===== src/rtl/odd_counter_arbiter_pkg.sv =====
// Shared types and constants for the odd-counter arbiter and its counter datapath.
package odd_ctr_pkg;

    typedef enum logic [1:0] {
        IDLE  = 2'd0,
        GRANT = 2'd1,
        RUN   = 2'd2,
        DONE  = 2'd3
    } state_t;

    localparam logic [3:0] ODD_MIN  = 4'b0001;
    localparam logic [3:0] ODD_MAX  = 4'b1111;
    localparam logic [3:0] ODD_STEP = 4'd2;

endpackage


===== src/rtl/odd_step_counter.sv =====
// 4-bit counter that only visits odd values, stepping by two with wrap in either direction.
module odd_step_counter
    import odd_ctr_pkg::*;
(
    input  logic       clk,
    input  logic       reset,
    input  logic       step_en,
    input  logic       up,
    output logic [3:0] count
);

    always_ff @(posedge clk or posedge reset) begin
        if (reset) begin
            count <= ODD_MIN;
        end else if (step_en) begin
            // An even value can only come from corruption; resync to the range end for the direction.
            if (!count[0])
                count <= up ? ODD_MIN : ODD_MAX;
            else if (up)
                count <= (count + ODD_STEP) | 4'b0001;
            else
                count <= (count - ODD_STEP) | 4'b0001;
        end
    end

endmodule


===== src/rtl/odd_counter_arbiter.sv =====
// Round-robin arbiter that lends the shared odd counter to one of two requesters for an N-step move.
//  state | meaning
//  IDLE  | waiting for a request
//  GRANT | owner chosen, command latched at end of cycle
//  RUN   | counter stepping once per cycle
//  DONE  | completion pulse, round-robin pointer moves on
module odd_counter_arbiter
    import odd_ctr_pkg::*;
#(
    parameter int STEP_W = 4
) (
    input  logic              clk,
    input  logic              reset,
    input  logic [1:0]        req,
    input  logic [1:0]        dir,
    input  logic [STEP_W-1:0] steps0,
    input  logic [STEP_W-1:0] steps1,
    output logic [1:0]        grant,
    output logic              busy,
    output logic              step_en,
    output logic              y_out,
    output logic              done,
    output logic [3:0]        count_out
);

    state_t            state;
    logic              rr_ptr;
    logic              owner;
    logic              pick;
    logic [STEP_W-1:0] remaining;
    logic [STEP_W-1:0] owner_steps;

    always_comb begin
        pick        = (req == 2'b11) ? rr_ptr : req[1];
        owner_steps = owner ? steps1 : steps0;
    end

    always_ff @(posedge clk or posedge reset) begin
        if (reset) begin
            state     <= IDLE;
            grant     <= 2'b00;
            busy      <= 1'b0;
            step_en   <= 1'b0;
            y_out     <= 1'b1;
            done      <= 1'b0;
            rr_ptr    <= 1'b0;
            owner     <= 1'b0;
            remaining <= '0;
        end else begin
            case (state)
                IDLE: begin
                    if (req != 2'b00) begin
                        owner <= pick;
                        grant <= pick ? 2'b10 : 2'b01;
                        busy  <= 1'b1;
                        state <= GRANT;
                    end
                end
                GRANT: begin
                    remaining <= owner_steps;
                    y_out     <= dir[owner];
                    if (owner_steps == '0) begin
                        done  <= 1'b1;
                        state <= DONE;
                    end else begin
                        step_en <= 1'b1;
                        state   <= RUN;
                    end
                end
                RUN: begin
                    remaining <= remaining - STEP_W'(1);
                    // Last step is this cycle; DONE follows with the counter already updated.
                    if (remaining == STEP_W'(1)) begin
                        step_en <= 1'b0;
                        done    <= 1'b1;
                        state   <= DONE;
                    end
                end
                DONE: begin
                    done   <= 1'b0;
                    grant  <= 2'b00;
                    busy   <= 1'b0;
                    rr_ptr <= ~owner;
                    state  <= IDLE;
                end
                default: state <= IDLE;
            endcase
        end
    end

    odd_step_counter u_counter (
        .clk     (clk),
        .reset   (reset),
        .step_en (step_en),
        .up      (y_out),
        .count   (count_out)
    );

endmodule

===== config.mk =====
export PLATFORM = sky130hd
export DESIGN_NAME = odd_counter_arbiter
export DESIGN_NICKNAME = d
export VERILOG_FILES = /design/src/rtl/odd_counter_arbiter_pkg.sv /design/src/rtl/odd_step_counter.sv /design/src/rtl/odd_counter_arbiter.sv
export SDC_FILE = /design/constraint.sdc
export NUM_CORES = 1
export LEC_CHECK = 0
export BUFFER_PORTS_ARGS = -buffer_cell sky130_fd_sc_hd__buf_2
export CORE_MARGIN = 5
export CORE_UTILIZATION = 35
export CTS_CLUSTER_DIAMETER = 100
export CTS_CLUSTER_SIZE = 16
export DETAILED_ROUTE_END_ITERATION = 6
export RECOVER_POWER = 50
export SYNTH_ARGS = -nofsm -noshare
export SYNTH_HDL_FRONTEND = slang
export SYNTH_SLANG_ARGS = --single-unit

===== constraint.sdc =====
create_clock -name clk -period 3.29 [get_ports clk]
set_input_delay 0.8225 -clock clk [delete_from_list [all_inputs] [get_ports clk]]
set_output_delay 0.8225 -clock clk [all_outputs]
set_load 0.01 [all_outputs]

Yosys cells after proc, flatten, opt, wreduce, memory -nomap -nowiden
Index checks and enable logic that the tools add are counted.
- bits in registers: 18
- memories: 0
- RAM bits: 0
- logic and storage cells: 58
- ROM bits: 0
- latch bits: 0
- $lt $le $gt $ge: 1
- divide/modulo/power cells: 0
- shift operators: 0
- reductions and logical operators: 11
- equality and inequality tests: 9
- add/subtract/negate cells: 3
- muxes and demuxes: 23
- bitwise logic cells: 1
- multiply operators: 0
- operators with widths (cell ; count):
    two-way mux 4 bit ; 4
    two-way mux 1 bit ; 9
    two-way mux 2 bit ; 4
    inequality test 2 bit (second input constant) ; 4
    one-hot mux 2 bit (4 select lines) ; 1
    one-hot mux 4 bit (2 select lines) ; 1
    equality test 2 bit (second input constant) ; 3
    AND reduction 2 bit ; 3
    AND reduction 3 bit ; 2
    nonzero test 2 bit ; 3
    adder 4 x 2 -> 4 bit (second input constant) ; 1
    equality test 4 x 1 -> 1 bit (second input constant) ; 1
    zero test 4 bit ; 1
    one-hot mux 1 bit (2 select lines) ; 2
    one-hot mux 2 bit (2 select lines) ; 1
    subtractor 4 x 1 -> 4 bit (second input constant) ; 1
    subtractor 4 x 2 -> 4 bit (second input constant) ; 1
    one-hot mux 1 bit (3 select lines) ; 1
    nonzero test 3 bit ; 1
    equality test 2 x 1 -> 1 bit (second input constant) ; 1
    zero test 2 bit ; 1
    less-than comparator 1 x 2 -> 1 bit (second input constant) ; 1
    inverter 1 bit ; 1

Logic depth before layout (Yosys ltp)
- word-level depth: 5
- mapped depth: 7
- gate-level depth less buffers: 6

Cells and area by module
Synthesis repeated with hierarchy kept, for this count alone.
- cell total of the unflattened synthesis: 102
- area, all modules: 1012.2 um2
- by module, submodules not included (module ; cells an instance ; area an instance (um2) ; instances):
    odd_counter_arbiter ; 89 ; 857.1 ; 1
    odd_step_counter ; 13 ; 155.1 ; 1

Least setup slack after synthesis
No wires, ideal clock.
- path kind: input-to-reg
- start point: input port steps0[2]
- end point: register done
- data arrival time: 1750 ps
- required time: 3211 ps
- setup time: 79 ps
- buffers on the path: 0
- stages on the path: 4
- setup slack: 1460 ps
- cells stage by stage: nor4_1 -> o21ai_2 -> a221oi_2 -> mux2i_1
- cells in the longest elaborated chain, start to end: 4
- RTL lines (item ; line ; source):
    start: declaration ; odd_counter_arbiter.sv:16 ; input logic [STEP_W-1:0] steps0,
    two-way mux 4 bit ; odd_counter_arbiter.sv:35 ; owner_steps = owner ? steps1 : steps0;
    zero test 4 bit ; odd_counter_arbiter.sv:62 ; if (owner_steps == '0) begin
    inequality test 2 bit (no source line) ; n/a ;
    AND reduction 3 bit (no source line) ; n/a ;
    end signal: assignment ; odd_counter_arbiter.sv:45 ; done <= 1'b0;
    end signal: assignment ; odd_counter_arbiter.sv:63 ; done <= 1'b1;
    end signal: assignment ; odd_counter_arbiter.sv:75 ; done <= 1'b1;
    end: declaration ; odd_counter_arbiter.sv:22 ; output logic done,
No other way between the ends.
A chain may end at the register's enable or synchronous reset.

Worst setup path in the final report
- start point: register y_out
- end point: output port y_out
- RTL lines (item ; line ; source):
    start: declaration ; odd_counter_arbiter.sv:21 ; output logic y_out,
    start signal: assignment ; odd_counter_arbiter.sv:61 ; y_out <= dir[owner];
No word-level cell between the ends.

==> out/summary.log <==
INFO  worst_setup_path cp.buffers_inverters=1
INFO  clock_tree     ctsRootBufferMaster=clkbuf_4
INFO  timing         maxClockFrequency=555MHz
INFO  worst_setup_path crit_chain=buf_2
INFO  min_path       hold_path_class=flip-flop to flip-flop
INFO  power_and_ir_drop static-leakage-power=0.557nW
INFO  die            fp.coreArea=2780um2
INFO  timing         min_period=1.80ns
INFO  clock_tree     post-cts-setup-buffers=0
INFO  layout         synthToLayoutAreaGrowth=15.1%
INFO  drt            post_drt_wl_per_cell=13.5um
INFO  grt            grt_antenna_before_repair=0
INFO  die            die_area=4080um2
INFO  power_and_ir_drop finalPower=1.18mW
INFO  die            start_util=36.6%
INFO  worst_setup_path setup.reg_to_reg.worst_slack=1.63ns
INFO  placement      final_estimated_routing_congestion_in_global_placement=0.739
INFO  status         run_status=finished clean
INFO  logic_synthesis synthTopCellsByCount=dfrtp_1 (16), inv_1 (9), nand2_1 (8), o21ai_0 (8), ha_1 (7)
INFO  grt            overflow=0
INFO  logic_synthesis synth.cell_area=1020um2
INFO  worst_setup_path timing.critical_path.slowest_stage_cell=dfstp_2
INFO  layout         footprint_of_the_multi_input_gates=536um2
INFO  logic_synthesis ys_seq_elements=17
INFO  grt            aggregate_global_route_resource_usage=11.3%
INFO  timing         finalSetupViolCount=0
INFO  clock_tree     cts_hold_repair.buffers=0
INFO  worst_setup_path worst_ep_arrival_time=0.98ns
INFO  drt            drc=0
INFO  timing         worstMarginPinSlew=0.664ns
INFO  timing         grt_setup_unrepaired=no
INFO  logic_synthesis synth.distinct_cells=36
INFO  layout         final-seq-area=427um2
INFO  logic_synthesis synth_sequential_area_ratio=41.9%
INFO  worst_setup_path timing.critical_path.max_delay_family=flip-flops
INFO  grt            first_global_vias=795
INFO  clock_tree     cts_max_path_buffers=2
INFO  worst_setup_path worstSetupStartpointType=flip-flop
INFO  logic_synthesis post_synth_main_area_contributors=dfrtp_1 (39%), ha_1 (8.6%), mux2i_1 (5.9%)
INFO  clock_tree     cts-buffers-inserted=3
INFO  layout         post_route_cells_drive_above_1_share=27.7%
INFO  drt            dr_total_vias=786
INFO  timing         post_route_skew=0.00525ns
INFO  logic_synthesis count_of_flip_flops_with_a_built_in_enable_after_synthesis=0
INFO  logic_synthesis cell_type_with_the_largest_total_area_after_synthesis=dfrtp_1
INFO  clock_tree     cts.htree.levels=1
INFO  worst_setup_path slowest_delay=0.57ns
INFO  die            die-height=63.9um
INFO  layout         design.final.nets=142
INFO  power_and_ir_drop irDropWorstVdd=0.000485V
INFO  grt            grt_first_pass_wirelength=3.66mm
INFO  drt            avgViaCountPerCell=5.24
INFO  timing         finalSetupTns=0ns
INFO  die            boundary_pins=24
INFO  worst_setup_path critical_path.endpoint_type=primary output
INFO  placement      buffer_ports.inserted=22
INFO  placement      hpwl=1.64mm
INFO  worst_setup_path critical_path_class=flip-flop to primary output
INFO  logic_synthesis synth-main-ff-cell=dfrtp_1
INFO  layout         post_layout_nonfiller_instances=150
INFO  drt            drt_pass1_iterations=4
INFO  drt            dr.first_iter.drc_count=29
INFO  clock_tree     cts_tree=done
INFO  timing         maxSlewViolCount=0
INFO  grt            largest_net_degree_at_the_start_of_global_routing=18
INFO  drt            final_antenna_net_count=0
INFO  layout         fillers=287
INFO  power_and_ir_drop powerDensity=1000nW/um2
INFO  logic_synthesis syn-instance-count=97
INFO  placement      inst_count_dp=146
INFO  clock_tree     clk_pin_slew_worst_paths=0.09ns
INFO  timing         worst_slew_margin_rel=55.7%
INFO  flow_run       cap_viol_max_count=0
INFO  drt            drt_wl_total=2.03mm
INFO  logic_synthesis post_synth.cell_area_avg=10.5um2
INFO  logic_synthesis synthArstFlopShare=100%
INFO  clock_tree     clock_latency=0.28ns
INFO  layout         diodes=0
INFO  die            fp-row-count=19
INFO  logic_synthesis ys_warn_count=0
INFO  logic_synthesis synth_largest_type_area_fraction=39.4%
INFO  worst_setup_path worst-endpoint-required=2.47ns
INFO  timing         final.hold.worst_slack=0.467ns
INFO  logic_synthesis synth.net_count=119
INFO  worst_setup_path worstPathMaxFanout=4
INFO  timing         report.final.hold_viol_count=0
INFO  die            die_x=63.9um
INFO  clock_tree     resized_cells_post_cts=0
INFO  timing         finalCritPeriodShare=54.8%
INFO  clock_tree     cts_num_sinks=17
INFO  logic_synthesis post-synth-top-count-cell=dfrtp_1
## layer usage
metal	track usage, %	vias up	share of wire (%)
met4	3.90	0	1.3
li1	-	393	-
met5	0	-	0
met1	13.1	381	41
met2	18.8	10	52
met3	4.55	2	4.8
## flip-flops by register name, indices dropped and copies added (netlist names), 2 cells and up
name and count:
grant 2, state 2, u_counter.count 3, remaining 4
## layout make-up
class	instances	share of cell area, %
inverter	9	2.88
timing repair buffer	22	9.40
multi-input combinational	67	45.7
clock buffer	4	2.24
sequential	17	36.4
tap	31	3.31
## report_power, final
group / internal, mW / switching (mW)
registers: 0.320 / 0.101
logic: 0.313 / 0.333
clock network: 0.0471 / 0.0626
## layout by cell type, fill, tap and decap left out, types with 2 or more instances in the layout
cell       netlist  final
o2bb2ai_1        2      2
nor2_1           4      4
dfrtp_1         16     16
ha_1             7      7
buf_2            2     22
o211ai_1         2      2
a21oi_1          3      3
xnor2_1          2      2
o21ai_0          8      8
a22o_1           3      3
clkbuf_4         0      3
mux2i_1          6      6
mux2_2           2      2
nand2_1          8      8
inv_1            9      9
nand3b_1         2      2
## path summary, 6_finish.rpt
kind / depth (start not counted) / endpoint / startpoint
worst max-delay path: 1 / y_out / y_out
worst min-delay path: 1 / u_counter.count[3] / u_counter.count[3]
worst max register to register: 6 / state[0] / remaining[1]
worst min register to register: 1 / u_counter.count[3] / u_counter.count[3]
max in group asynchronous: 2 / owner / reset
min in group asynchronous: 2 / grant[1] / reset
## cell families (layout without fill, tap and decap cells)
family	Yosys count	in the layout	share of synthesized area [%]
AOI/OAI and AO/OA	27	27	21.2
xor gates and xnor gates	3	3	2.58
adders and majority gates	8	8	10.6
buffers and inverters	13	35	5.41
DFF	17	17	41.9
muxes	8	8	8.12
other	1	1	0.369
and+or+nand+nor	20	20	9.84
## per-stage QoR
stage / util, % / worst slack, ns / area, um2
2_1_floorplan: - / 1.46 / 1020
3_3_place_gp: 41.2 / 1.29 / 1140
3_5_place_dp: 41.2 / 1.24 / 1140
4_1_cts: 42.1 / 1.47 / 1170
5_1_grt: 42.1 / 1.41 / 1170
6_report: 42.1 / 1.49 / 1170
(Power assumes the default switching activity.)
